[src/rtl/reg_bank_arbiter_if.sv]
// Requester-side and register-bank-side signals of the arbiter.
// The slave modport is the arbiter; the master modport drives requests and plays the bank.
interface reg_bank_arbiter_if #(
    parameter int REG_W  = 8,
    parameter int ADDR_W = 4
);
    logic              ena;
    logic [1:0]        req;
    logic [1:0]        wr_rdn;
    logic [ADDR_W-1:0] addr0;
    logic [ADDR_W-1:0] addr1;
    logic [REG_W-1:0]  wdata0;
    logic [REG_W-1:0]  wdata1;
    logic [REG_W-1:0]  rdata0;
    logic [REG_W-1:0]  rdata1;
    logic [1:0]        done;
    logic [1:0]        err;
    logic              bank_wr_rdn;
    logic [ADDR_W-1:0] bank_addr;
    logic [REG_W-1:0]  bank_wdata;
    logic              bank_we;
    logic [REG_W-1:0]  bank_rdata;
    logic              bank_ack;
    logic              bank_err;

    modport slave (
        input  ena, req, wr_rdn, addr0, addr1, wdata0, wdata1,
        input  bank_rdata, bank_ack, bank_err,
        output rdata0, rdata1, done, err,
        output bank_wr_rdn, bank_addr, bank_wdata, bank_we
    );

    modport master (
        output ena, req, wr_rdn, addr0, addr1, wdata0, wdata1,
        output bank_rdata, bank_ack, bank_err,
        input  rdata0, rdata1, done, err,
        input  bank_wr_rdn, bank_addr, bank_wdata, bank_we
    );
endinterface

[src/rtl/reg_bank_arbiter.sv]
// Round-robin arbiter sharing one register-bank port between SPI (requester 0) and I2C (requester 1).
// Each requester has a one-deep pending slot; accesses are issued one at a time with an ack timeout.
module reg_bank_arbiter #(
    parameter int REG_W   = 8,
    parameter int ADDR_W  = 4,
    parameter int TIMEOUT = 15
) (
    input logic               clk,
    input logic               rstb,
    reg_bank_arbiter_if.slave bus
);
    typedef enum logic [1:0] {IDLE, ISSUE, WAIT} state_t;

    state_t            r_state;
    state_t            w_nextState;

    logic [1:0]        r_pend;
    logic [1:0]        r_slotWr;
    logic [ADDR_W-1:0] r_slotAddr [2];
    logic [REG_W-1:0]  r_slotWdata [2];
    logic              r_cur;
    logic              r_lastGrant;
    logic [7:0]        r_cnt;
    logic              r_bankWrRdn;
    logic [ADDR_W-1:0] r_bankAddr;
    logic [REG_W-1:0]  r_bankWdata;
    logic [REG_W-1:0]  r_rdata [2];
    logic [1:0]        r_done;
    logic [1:0]        r_err;

    logic              w_timeout;
    logic              w_finish;
    logic              w_owner;
    logic              w_grant;
    logic [1:0]        w_complete;
    logic [1:0]        w_accept;
    logic [1:0]        w_overflow;
    logic [ADDR_W-1:0] w_reqAddr [2];
    logic [REG_W-1:0]  w_reqWdata [2];

    assign w_reqAddr[0]  = bus.addr0;
    assign w_reqAddr[1]  = bus.addr1;
    assign w_reqWdata[0] = bus.wdata0;
    assign w_reqWdata[1] = bus.wdata1;

    // r_cnt is 0 in the first WAIT cycle; the abort is timed so its pulse lands TIMEOUT cycles after bank_we.
    always_comb begin
        w_nextState = r_state;
        w_timeout   = ({1'b0, r_cnt} + 9'd2) >= 9'(TIMEOUT);
        w_finish    = (r_state == WAIT) && (bus.bank_ack || w_timeout);
        w_complete  = w_finish ? (r_cur ? 2'b10 : 2'b01) : 2'b00;
        w_owner     = (r_pend == 2'b11) ? ~r_lastGrant : r_pend[1];
        w_grant     = (r_state == IDLE) && bus.ena && (r_pend != 2'b00);
        w_accept    = {2{bus.ena}} & bus.req & (~r_pend | w_complete);
        w_overflow  = {2{bus.ena}} & bus.req & r_pend & ~w_complete;
        case (r_state)
            IDLE:    if (w_grant) w_nextState = ISSUE;
            ISSUE:   w_nextState = WAIT;
            WAIT:    if (w_finish) w_nextState = IDLE;
            default: w_nextState = IDLE;
        endcase
    end

    always_ff @(posedge clk or negedge rstb) begin
        if (!rstb) r_state <= IDLE;
        else       r_state <= w_nextState;
    end

    always_ff @(posedge clk or negedge rstb) begin
        if (!rstb) begin
            r_pend      <= 2'b00;
            r_slotWr    <= 2'b00;
            r_cur       <= 1'b0;
            r_lastGrant <= 1'b1;
            r_cnt       <= '0;
            r_bankWrRdn <= 1'b0;
            r_bankAddr  <= '0;
            r_bankWdata <= '0;
            r_done      <= 2'b00;
            r_err       <= 2'b00;
            for (int i = 0; i < 2; i++) begin
                r_slotAddr[i]  <= '0;
                r_slotWdata[i] <= '0;
                r_rdata[i]     <= '0;
            end
        end else begin
            r_pend <= (r_pend & ~w_complete) | w_accept;
            for (int i = 0; i < 2; i++) begin
                if (w_accept[i]) begin
                    r_slotWr[i]    <= bus.wr_rdn[i];
                    r_slotAddr[i]  <= w_reqAddr[i];
                    r_slotWdata[i] <= w_reqWdata[i];
                end
            end
            // Bank-side fields are copied at grant so a slot can be refilled while its access finishes.
            if (w_grant) begin
                r_cur       <= w_owner;
                r_bankWrRdn <= r_slotWr[w_owner];
                r_bankAddr  <= r_slotAddr[w_owner];
                r_bankWdata <= r_slotWdata[w_owner];
            end
            if (r_state == ISSUE)     r_cnt <= '0;
            else if (r_state == WAIT) r_cnt <= r_cnt + 8'd1;
            if (w_finish) begin
                r_lastGrant <= r_cur;
                if (bus.bank_ack && !r_bankWrRdn) r_rdata[r_cur] <= bus.bank_rdata;
            end
            r_done <= w_complete;
            r_err  <= (w_complete & {2{~bus.bank_ack | bus.bank_err}}) | w_overflow;
        end
    end

    assign bus.rdata0      = r_rdata[0];
    assign bus.rdata1      = r_rdata[1];
    assign bus.done        = r_done;
    assign bus.err         = r_err;
    assign bus.bank_we     = (r_state == ISSUE);
    assign bus.bank_wr_rdn = r_bankWrRdn;
    assign bus.bank_addr   = r_bankAddr;
    assign bus.bank_wdata  = r_bankWdata;
endmodule

[src/flat_wrapper.sv]
// flat-port wrapper written by rule: the top's interface ports become plain ports
module reg_bank_arbiter_flat 
#(
    parameter int REG_W   = 8,
    parameter int ADDR_W  = 4,
    parameter int TIMEOUT = 15
)
  (clk, rstb, bus_ena, bus_req, bus_wr_rdn, bus_addr0, bus_addr1, bus_wdata0, bus_wdata1, bus_bank_rdata, bus_bank_ack, bus_bank_err, bus_rdata0, bus_rdata1, bus_done, bus_err, bus_bank_wr_rdn, bus_bank_addr, bus_bank_wdata, bus_bank_we);
  reg_bank_arbiter_if #(.REG_W(REG_W), .ADDR_W(ADDR_W)) bus_i ();
  input logic clk;
  input logic rstb;
  input wire logic [$bits(bus_i.ena)-1:0] bus_ena;
  input wire logic [$bits(bus_i.req)-1:0] bus_req;
  input wire logic [$bits(bus_i.wr_rdn)-1:0] bus_wr_rdn;
  input wire logic [$bits(bus_i.addr0)-1:0] bus_addr0;
  input wire logic [$bits(bus_i.addr1)-1:0] bus_addr1;
  input wire logic [$bits(bus_i.wdata0)-1:0] bus_wdata0;
  input wire logic [$bits(bus_i.wdata1)-1:0] bus_wdata1;
  input wire logic [$bits(bus_i.bank_rdata)-1:0] bus_bank_rdata;
  input wire logic [$bits(bus_i.bank_ack)-1:0] bus_bank_ack;
  input wire logic [$bits(bus_i.bank_err)-1:0] bus_bank_err;
  output wire logic [$bits(bus_i.rdata0)-1:0] bus_rdata0;
  output wire logic [$bits(bus_i.rdata1)-1:0] bus_rdata1;
  output wire logic [$bits(bus_i.done)-1:0] bus_done;
  output wire logic [$bits(bus_i.err)-1:0] bus_err;
  output wire logic [$bits(bus_i.bank_wr_rdn)-1:0] bus_bank_wr_rdn;
  output wire logic [$bits(bus_i.bank_addr)-1:0] bus_bank_addr;
  output wire logic [$bits(bus_i.bank_wdata)-1:0] bus_bank_wdata;
  output wire logic [$bits(bus_i.bank_we)-1:0] bus_bank_we;
  assign bus_i.ena = bus_ena;
  assign bus_i.req = bus_req;
  assign bus_i.wr_rdn = bus_wr_rdn;
  assign bus_i.addr0 = bus_addr0;
  assign bus_i.addr1 = bus_addr1;
  assign bus_i.wdata0 = bus_wdata0;
  assign bus_i.wdata1 = bus_wdata1;
  assign bus_i.bank_rdata = bus_bank_rdata;
  assign bus_i.bank_ack = bus_bank_ack;
  assign bus_i.bank_err = bus_bank_err;
  assign bus_rdata0 = bus_i.rdata0;
  assign bus_rdata1 = bus_i.rdata1;
  assign bus_done = bus_i.done;
  assign bus_err = bus_i.err;
  assign bus_bank_wr_rdn = bus_i.bank_wr_rdn;
  assign bus_bank_addr = bus_i.bank_addr;
  assign bus_bank_wdata = bus_i.bank_wdata;
  assign bus_bank_we = bus_i.bank_we;
  reg_bank_arbiter #(.REG_W(REG_W), .ADDR_W(ADDR_W), .TIMEOUT(TIMEOUT)) u_core (.clk(clk), .rstb(rstb), .bus(bus_i));
endmodule
[config.mk]
export PLATFORM = sky130hd
export DESIGN_NAME = reg_bank_arbiter_flat
export DESIGN_NICKNAME = d
export VERILOG_FILES = /design/src/rtl/reg_bank_arbiter_if.sv /design/src/rtl/reg_bank_arbiter.sv /design/src/flat_wrapper.sv
export SDC_FILE = /design/constraint.sdc
export NUM_CORES = 1
export LEC_CHECK = 0
export CAP_MARGIN = 20
export CORE_MARGIN = 2
export CORE_UTILIZATION = 54
export DETAILED_ROUTE_END_ITERATION = 8
export MAX_ROUTING_LAYER = met4
export PLACE_DENSITY = 0.87
export SLEW_MARGIN = 20
export SYNTH_ARGS = -nofsm -noshare
export SYNTH_HDL_FRONTEND = slang
export SYNTH_SLANG_ARGS = --single-unit
[constraint.sdc]
create_clock -name clk -period 5.1 [get_ports clk]
set_input_delay 0.51 -clock clk [delete_from_list [all_inputs] [get_ports clk]]
set_output_delay 0.51 -clock clk [all_outputs]
set_load 0.01 [all_outputs]
==> Word level (Yosys, flattened, before mapping) <==
Cells that the tools add are included.
{ "word_totals": {"out_inout_bits": 34, "reg_bits": 73, "word_cells": 77} }
{ "classes": {"bitwise_logic": 16, "addsub": 2, "n_mux": 19, "n_reduce_logical": 12, "magnitude_cmp": 5, "eq_ne": 5} }
{ "ops": {"columns": ["op", "count"], "rows": [
  ["2-to-1 mux 8 bit", 6],
  ["bitwise mux 16 bit", 1],
  ["bitwise AND 2 bit", 6],
  ["2-to-1 mux 4 bit", 3],
  ["adder 8 x 2 -> 9 bit, second input constant", 1],
  ["greater-or-equal comparator 9 x 4 -> 1 bit, second input constant", 1],
  ["adder 8 x 1 -> 8 bit, second input constant", 1],
  ["demux 8 bit (select 1 bit)", 1],
  ["2-to-1 mux 2 bit", 4],
  ["OR 2 bit", 3],
  ["case mux 2 bit (3 select lines)", 1],
  ["logical AND 1 bit", 5],
  ["equality test 2 bit, second input constant", 2],
  ["greater-or-equal comparator 2 bit, second input constant", 2],
  ["inequality test 2 x 1 -> 1 bit, second input constant", 2],
  ["NOT 1 -> 2 bit", 2],
  ["NOT 2 bit", 2],
  ["AND reduction 2 bit", 2],
  ["nonzero test 2 bit", 2],
  ["2-to-1 mux 1 bit", 3],
  ["equality test 2 x 1 -> 1 bit, second input constant", 1],
  ["logical NOT 2 bit", 1],
  ["< comparator 1 x 2 -> 1 bit, second input constant", 1],
  ["< comparator 2 x 1 -> 1 bit, second input constant", 1],
  ["4 further kinds", 5]
]} }

==> Logic depth before layout (Yosys ltp) <==
Gate-level depths: netlist (run 1).
{ "logic_depth": {"depth_word": 8, "depth_mapped": 8, "depth_no_buf": 7} }

==> Worst setup path before layout (run 1) <==
No wires, ideal clock.
{ "synth_path": {"path_type": "reg2reg", "from": "register u_core.r_cnt[1]", "to": "register u_core.r_slotAddr[3] in the netlist's numbering", "t_required_ps": 4975, "arrival_time_ps": 2034, "synth_period_minus_slack_ps": 2159, "path_stages_with_launch": 9, "path_buffers": 1, "setup_slack_ps": 2941, "path_cell_list": "dfrtp_1 > inv_1 > ha_1 > and2b_2 > o21ai_0 > o2111a_4 > o21ai_4 > buf_12 > mux2_4"} }
{ "synth_via": {"elab_chain_len": 7} }
{ "synth_lines": {"columns": ["element", "line_no", "text"], "rows": [
  ["from (decl)", "reg_bank_arbiter.sv:23", "logic [7:0] r_cnt;"],
  ["from (signal assigned)", "reg_bank_arbiter.sv:103", "else if (r_state == WAIT) r_cnt <= r_cnt + 8'd1;"],
  ["adder 8 x 2 -> 9 bit", "reg_bank_arbiter.sv:49", "w_timeout = ({1'b0, r_cnt} + 9'd2) >= 9'(TIMEOUT);"],
  ["greater-or-equal comparator 9 x 4 -> 1 bit", "reg_bank_arbiter.sv:49", null],
  ["logical OR 1 bit", "reg_bank_arbiter.sv:50", "w_finish = (r_state == WAIT) && (bus.bank_ack || w_timeout);"],
  ["logical AND 1 bit", "reg_bank_arbiter.sv:50", null],
  ["2-to-1 mux 2 bit", "reg_bank_arbiter.sv:51", "w_complete = w_finish ? (r_cur ? 2'b10 : 2'b01) : 2'b00;"],
  ["OR 2 bit", "reg_bank_arbiter.sv:54", "w_accept = {2{bus.ena}} & bus.req & (~r_pend | w_complete);"],
  ["bitwise AND 2 bit", "reg_bank_arbiter.sv:54", null],
  ["to (signal, indexed assignment)", "reg_bank_arbiter.sv:91", "r_slotAddr[i] <= w_reqAddr[i];"],
  ["to (decl)", "reg_bank_arbiter.sv:19", "logic [ADDR_W-1:0] r_slotAddr [2];"]
]} }
No other way between the ends.
A chain may end at the register's enable or synchronous reset.

==> Worst setup path after layout (run 1) <==
{ "layout_path": {"from": "register u_core.r_cnt[1]", "to": "register u_core.r_slotAddr[1] in the netlist's numbering"} }
The elaborated chain is that of the path after synthesis.

==> summary.md, run 1 <==
| Metric | Value |
|---|---|
| Status | finished, final reports clean |
| Family with the most delay on the worst path | compound AO/OA/AOI/OAI gates |
| Routed Antenna Nets | 0 |
| Total clock buffers created by CTS | 9 |
| Distinct cells, synth | 46 |
| Prevailing post-synth register cell | dfrtp_1 |
| Gpl congestion | slightly above 0.9 |
| Async S/R FF share, synth | 1.00 |
| Initial Util | 0.566 |
| Skew final | roughly 0.0076 ns |
| First DRT Iteration DRCs | 139 |
| CP Capture Type | flip-flop |
| Ys Warns | 0 |
| Via count | 2,207 |
| Hold bufs inserted after CTS | 0 |
| Crit share post-route | 0.484 |
| Crit. Startpoint | u_core.r_cnt[1] |
| GRT Resource Usage Total | 0.211 |
| Detailed Route WL | approximately 6.8 mm |
| Measured slew at the worst slew-check pin | 1.04 ns |
| Post_cts resized | 0 |
| Grt ovf | 0 |
| First-pass GRT wire length | 11.3 mm |
| Placed cell area | between 0.004 and 0.005 mm2 |
| Worst skew pair latency | between 0.3 and 0.4 ns |
| Syn nets | 305 |
| VDD IR max | roughly 0.00029 V |
| Final setup violation count | 0 |
| Crit-path cells | inv_1 > ha_1 > and2b_2 > o21ai_0 > o2111a_4 > o21ai_4 > mux2_2 |
| Avg WL per Cell | 16.6 um |
| Worst hold path type | in -> async |
| Share of layout cells above drive strength 1 | 0.234 |
| CP Buf/Inv Count | 1 |
| Die Y-Extent | about 83 um |
| Leakage | roughly 1.9 nW |
| Synth Register Bits | 73 |
| Setup tns final | 0 ns |
| Synth Instances | about 260 |
| Vias/cell | around 5.4 |
| Root buf cell | clkbuf_8 |
| Final core occ | 0.723 |
| Clk buf depth | 2 |
| Pwr dens | 575 mW/mm2 |
| # clock sinks | 73 |
| RSZ-0062 raised after global routing | no |
| Post-CTS Setup Bufs | 0 |
| Most frequent cells after synthesis | 72 x dfrtp_1, 24 x mux2_2, 22 x o21ai_0 |
| Cell row count | 28 |
| DIE WIDTH | between 80 and 90 um |
| # port buffers | 74 |
| Place WS | 2.54 ns |
| Largest net degree at the start of global routing | 74 |
| Core ar. | ~0.006 mm2 |
| Fillers | 419 |
| Synthesized area per cell | 13.3 um2 |
| Slew Limit Fails | 0 |
| Fin area | ~0.0044 mm2 |
| FF/Latch Area | between 0.0015 and 0.002 mm2 |
| Min Tclk post-route | 2.47 ns |
| P&R area growth vs syn | 27.8% |
| Htree depth | 3 |
| Final worst slack | 2.63 ns |
| Max Cap Violations | 0 |
| Clock slew at reported path FFs | roughly 0.070 ns |
| Fmax | about 410 MHz |
| CP required | 5.33 ns |
| Synth area leaders | dfrtp_1 53%, mux2_4 8.8%, mux2_2 7.9%, mux2i_1 5.0%, o21ai_0 3.2% |
| Worst setup SP type | flip-flop |
| CP Class | reg -> reg |
| Multi-input gate area | ~0.0015 mm2 |
| Number of synthesized flops with an enable pin | 0 |
| ANT cells | 0 |
| Crit path max fanout | 13 |
| Final hold violations | 0 |
| Antenna violations before repair | 0 |
| Most frequent cell after synthesis | dfrtp_1 |
| RR Startpoint | u_core.r_cnt[1] |
| Slowest CP cell | o21ai_4 |
| Initial DRT Pass Iterations | 4 |
| Synth area leader | dfrtp_1 |
| CP arrival | between 2 and 3 ns |
| Top-area cell type share of the netlist area | 0.529 |
| Synthesized cell area | ~0.0034 mm2 |
| Total Power | between 2 and 3 mW |
| Layout Nets | approximately 380 |
| TritonCTS clock tree | built |
| Slew HR | 0.303 |
| DRC viols | 0 |
| Hpwl dp | roughly 4.7 mm |
| Peak per-stage delay on the critical path | 0.55 ns |
| Number of global-route vias before repair | around 2,300 |
| Die area | between 0.006 and 0.007 mm2 |
| I/O Pins | 75 |
| Seq/Total Area, Yosys | 0.536 |
==> stage by stage <==
stage	hold slack (ns)	cells
3_3_place_gp	0.461	396
4_1_cts	0.325	412
2_1_floorplan	0.214	256
3_5_place_dp	0.470	396
5_1_grt	0.371	412
6_report	0.278	412
==> path summary, 6_finish.rpt <==
path                                      endpoint  slack, ns  depth (start not counted)
hold / removal                     u_core.r_cnt[2]       0.28                          1
hold reg to reg            u_core.bus.bank_addr[3]       0.48                          2
max in group asynchronous     u_core.bus.rdata0[1]       4.22                          1
setup / recovery              u_core.r_slotAddr[1]       2.63                          7
setup reg to reg              u_core.r_slotAddr[1]       2.63                          7
min in group clk           u_core.bus.bank_addr[3]       0.48                          2
==> final cells by class <==
type,instances,share of cell area
clock inverter,7,0.0158
clock buffer,9,0.0284
multi-input combinational,166,0.337
timing repair buffer,75,0.171
sequential,73,0.420
inverter,7,0.00603
tap,75,0.0215
==> layer usage <==
layer / vias up / track usage / part of all wire / routed length, um
li1: 1064 / - / - / -
met1: 1088 / 0.265 / 0.45 / 3070
met2: 47 / 0.343 / 0.51 / 3460
met3: 8 / 0.0368 / 0.030 / 204
met4: 0 / 0.0836 / 0.016 / 108
met5: - / - / 0 / 0
==> cells in the final DEF (no fill, tap or decap), types with 3 or more instances in the layout <==
master | synthesis | final
a21oi_1 | 6 | 5
clkbuf_8 | 0 | 9
clkdlybuf4s50_1 | 0 | 73
clkinv_2 | 0 | 3
dfrtp_1 | 72 | 72
ha_1 | 8 | 8
inv_1 | 7 | 7
mux2_2 | 24 | 24
mux2_4 | 20 | 20
mux2i_1 | 17 | 17
nand2_1 | 21 | 21
nand3_1 | 3 | 3
nand4_1 | 4 | 4
nor2_1 | 5 | 5
o21ai_0 | 22 | 22
xor2_1 | 3 | 3
==> flip-flops by register name (all words and copies together) (netlist names), 4 cells and up <==
register               count
u_core.bus.bank_addr       4
u_core.bus.rdata0          8
u_core.r_slotAddr          8
u_core.r_cnt               8
u_core.bus.rdata1          8
u_core.bus.bank_wdata      8
u_core.r_slotWdata        16
==> worst reg2reg max path: stages, from the launching register on <==
cell	delay (ns)
dfrtp_1	0.45
inv_1	0.11
ha_1	0.29
and2b_2	0.20
o21ai_0	0.13
o2111a_4	0.22
o21ai_4	0.55
mux2_2	0.41
==> report_power, final <==
| group | total, mW | internal [mW] | switching, mW |
|---|---|---|---|
| Clock | 0.443 | 0.225 | 0.218 |
| Combinational | 1.04 | 0.608 | 0.436 |
| Sequential | 1.02 | 0.837 | 0.183 |
==> cells by family after synthesis <==
logic type               synth area share
flip-flops                          0.536
AO/OA/AOI/OAI                      0.0980
XOR/XNOR                           0.0103
adder cells (fa/ha/maj)            0.0294
buffers and inverters              0.0334
AND/OR/NAND/NOR                    0.0753
multiplexers                        0.217
Power figures use the tool's default switching activity.
==> inputs of run 2 (changes only) <==
Settings changed: CORE_UTILIZATION 54 to 46, PLACE_DENSITY 0.87 to 0.79.
Clock period 5.1 ns to 2 ns, I/O delays scaled along.
==> run 2 against run 1 <==
Net effect: the run now ends with negative setup slack left; global-route usage is 2.3 points lower; clock power is 120% higher; clock skew is 0.0029 ns higher; flip-flop and latch count stayed put; first-iteration DRC count is 32% lower; via count is 7.1% higher; wire length is 5.1% higher; total power grew to 2.6 times the previous value; core utilization is 7.9 points lower; sequential power grew to 2.5 times the previous value; register-to-register slack worse by 2.7 ns; cell area is 6.6% higher; largest power group unchanged.
==> summary.md, run 2 (synthesis results as in run 1) <==
| Metric | Value |
|---|---|
| Status | finished, violations left |
| Failing checks | negative setup slack |
| Measured slew at the worst slew-check pin | 0.656 ns (-0.389 ns) |
| Worst setup SP type | flip-flop |
| Avg WL per Cell | 15.5 um (-6.9%) |
| CP arrival | 2.24 ns (-0.45 ns) |
| Slowest CP cell | dfrtp_2 |
| Family with the most delay on the worst path | compound AO/OA/AOI/OAI gates |
| Final setup violation count | 21 (+21) |
| Biggest register | u_core.r_slotWdata |
| First-pass GRT wire length | 11.8 mm (+4.0%) |
| Max reg flops | 16 (unchanged) |
| CP Class | reg -> reg |
| Cell row count | 31 (+11%) |
| Gpl congestion | 0.840 (-8.5%) |
| Share of layout cells above drive strength 1 | 0.309 (+0.0743) |
| Layout Nets | 411 (+7.9%) |
| GRT Resource Usage Total | 0.188 (-0.0231) |
| Root buf cell | clkbuf_8 |
| Total clock buffers created by CTS | 9 (unchanged) |
| Crit path max fanout | 13 (unchanged) |
| CP Buf/Inv Count | 1 (unchanged) |
| Grt ovf | 0 (unchanged) |
| Most frequent cells in the layout | 73 x clkdlybuf4s50_1, 70 x dfrtp_1, 28 x buf_4 |
| # port buffers | 74 (unchanged) |
| Worst hold path type | in -> async |
| Fillers | 584 (+39%) |
| First DRT Iteration DRCs | 94 (-32%) |
| Most used routing layer | met2 |
| Met1 Use GR | 0.236 (-0.0295) |
| Leakage | 2.03 nW (+7.4%) |
| Placed cell area | 0.00444 mm2 (+6.6%) |
| Max Cap Violations | 0 (unchanged) |
| Place WS | -0.0450 ns (-2.58 ns) |
| Core ar. | 0.00721 mm2 (+20%) |
| Crit-path cells | ha_2 > a311o_2 > o31ai_4 > o22a_2 > o21ai_4 > buf_12 > mux2_4 |
| Sequential Power Share | 0.389 (-0.018) |
| Vias/cell | 5.08 (-5.1%) |
| Antenna violations before repair | 0 (unchanged) |
| Slew Limit Fails | 0 (unchanged) |
| Most common cell after layout, fill and taps aside | clkdlybuf4s50_1 |
| Final worst slack | -0.0222 ns (-2.65 ns) |
| CP required | 2.22 ns (-3.11 ns) |
| Clock share of power | 0.151 (-0.026) |
| Post-Layout Cell Count | 465 (+13%) |
| Htree depth | 3 (unchanged) |
| Met3 usage | 0.0377 (+0.000941) |
| Final hold violations | 0 (unchanged) |
| DRC viols | 0 (unchanged) |
| RSZ-0062 raised after global routing | yes |
| ANT cells | 0 (unchanged) |
| Slew HR | 0.563 (+0.260) |
| Int Pwr | 4.40 mW (+160%) |
| Pwr dens | 1410 mW/mm2 (+150%) |
| Die area | 0.00811 mm2 (+17%) |
| Met2 usage | 0.301 (-0.0424) |
| Crit share post-route | 1.01 (+0.527) |
| Minimum hold slack | 0.431 ns (+0.153 ns) |
| Gate power share | 0.460 (+0.044) |
| Die Y-Extent | 90.1 um (+7.9%) |
| Routed Antenna Nets | 0 (unchanged) |
| Switch share | 0.329 (-0.00455) |
| Hpwl dp | 5.14 mm (+8.8%) |
| TritonCTS clock tree | built |
| P&R area growth vs syn | 36.2% |
| Largest net degree at the start of global routing | 53 (-28%) |
| Peak per-stage delay on the critical path | 0.45 ns (-0.10 ns) |
| Min Tclk post-route | 2.02 ns (-0.445 ns) |
| Initial Util | 0.472 (-0.0932) |
| Fmax | 495 MHz (+22%) |
| Skew final | 0.0105 ns (+0.00293 ns) |
| Clk buf depth | 2 (unchanged) |
| I/O Pins | 75 (unchanged) |
| Fin area | 0.00464 mm2 (+6.6%) |
| Number of global-route vias before repair | 2,340 (+0.52%) |
| # clock sinks | 73 (unchanged) |
| DIE WIDTH | 90.1 um (+7.9%) |
| Via count | 2,363 (+7.1%) |
| Initial DRT Pass Iterations | 4 (unchanged) |
| P_sw | 2.16 mW (+160%) |
| VDD IR max | 0.000581 V (+100%) |
| Placed insts | 446 (+13%) |
| CP Capture Type | flip-flop |
| Worst skew pair latency | 0.34 ns (about the same) |
| Clock slew at reported path FFs | 0.08 ns (about the same) |
| Detailed Route WL | 7.19 mm (+5.1%) |
[run 2: cell count changes in the layout (fill, tap and decap cells not counted), moves of 2 or more]
cell | previous run | this run
buf_4 | 2 | 28
buf_12 | 0 | 3
a21oi_1 | 5 | 3
a21oi_2 | 1 | 3
clkbuf_1 | 0 | 2
dfrtp_1 | 72 | 70
dfrtp_2 | 0 | 2
ha_1 | 8 | 6
ha_2 | 0 | 2
o21ai_0 | 22 | 20
[run 2: power groups by stage]
stage	logic [mW]	clock network [mW]	registers, mW
after floorplan	1.62	0	2.63
after global placement	2.90	0	2.54
after detailed placement	2.99	0	2.56
after CTS	3.01	1.01	2.55
after global routing	3.27	1.07	2.63
final	3.02	0.991	2.55
[run 2: metal layers]
| layer | share of wire | wire (um) |
|---|---|---|
| met1 | 0.45 | 3250 |
| met2 | 0.50 | 3590 |
| met3 | 0.033 | 237 |
| met4 | 0.016 | 116 |
| met5 | 0 | 0 |
[run 2: worst paths after layout]
kind | startpoint | end | slack, ns | cells after the start
max in group asynchronous | rstb | u_core.r_slotWr[0] | 0.92 | 3
min in group clk | bus_addr1[0] | u_core.r_slotAddr[0] | 0.47 | 2
hold / removal | rstb | u_core.r_slotAddr[2] | 0.43 | 2
setup / recovery | u_core.r_cnt[1] | u_core.r_slotWdata[14] | -0.02 | 7
setup reg to reg | u_core.r_cnt[1] | u_core.r_slotWdata[14] | -0.02 | 7
hold reg to reg | u_core.bus.bank_addr[3] | u_core.bus.bank_addr[3] | 0.48 | 2
[run 2: timing repair]
item | in CTS | in global routing
setup buffers | 1 | 2
setup endpoints to repair | 28 | 33
endpoints found under the hold margin | 49 | 0
hold buffers | 1 | 0
resized for setup | 2 | 2
pin swaps | 0 | 1
gates cloned | 0 | 0
[run 2: metrics by stage]
| stage | utilization | power (mW) | setup TNS, ns |
|---|---|---|---|
| global placement | 0.615 | 5.44 | -0.00916 |
| CTS | 0.641 | 6.58 | -1.01 |
| global route | 0.644 | 6.98 | -1.96 |
| detailed placement | 0.615 | 5.55 | -0.908 |
| floorplan | - | 4.25 | -0.244 |
| finish | 0.644 | 6.56 | -0.220 |
[run 2: final cells by class]
type	instances	area, um2	area share
sequential	73	1830	0.394
multi-input combinational	166	1490	0.321
timing repair buffer	105	1010	0.218
clock buffer	12	145	0.0313
tap	99	124	0.0267
inverter	7	26.3	0.00566
clock inverter	3	17.5	0.00377
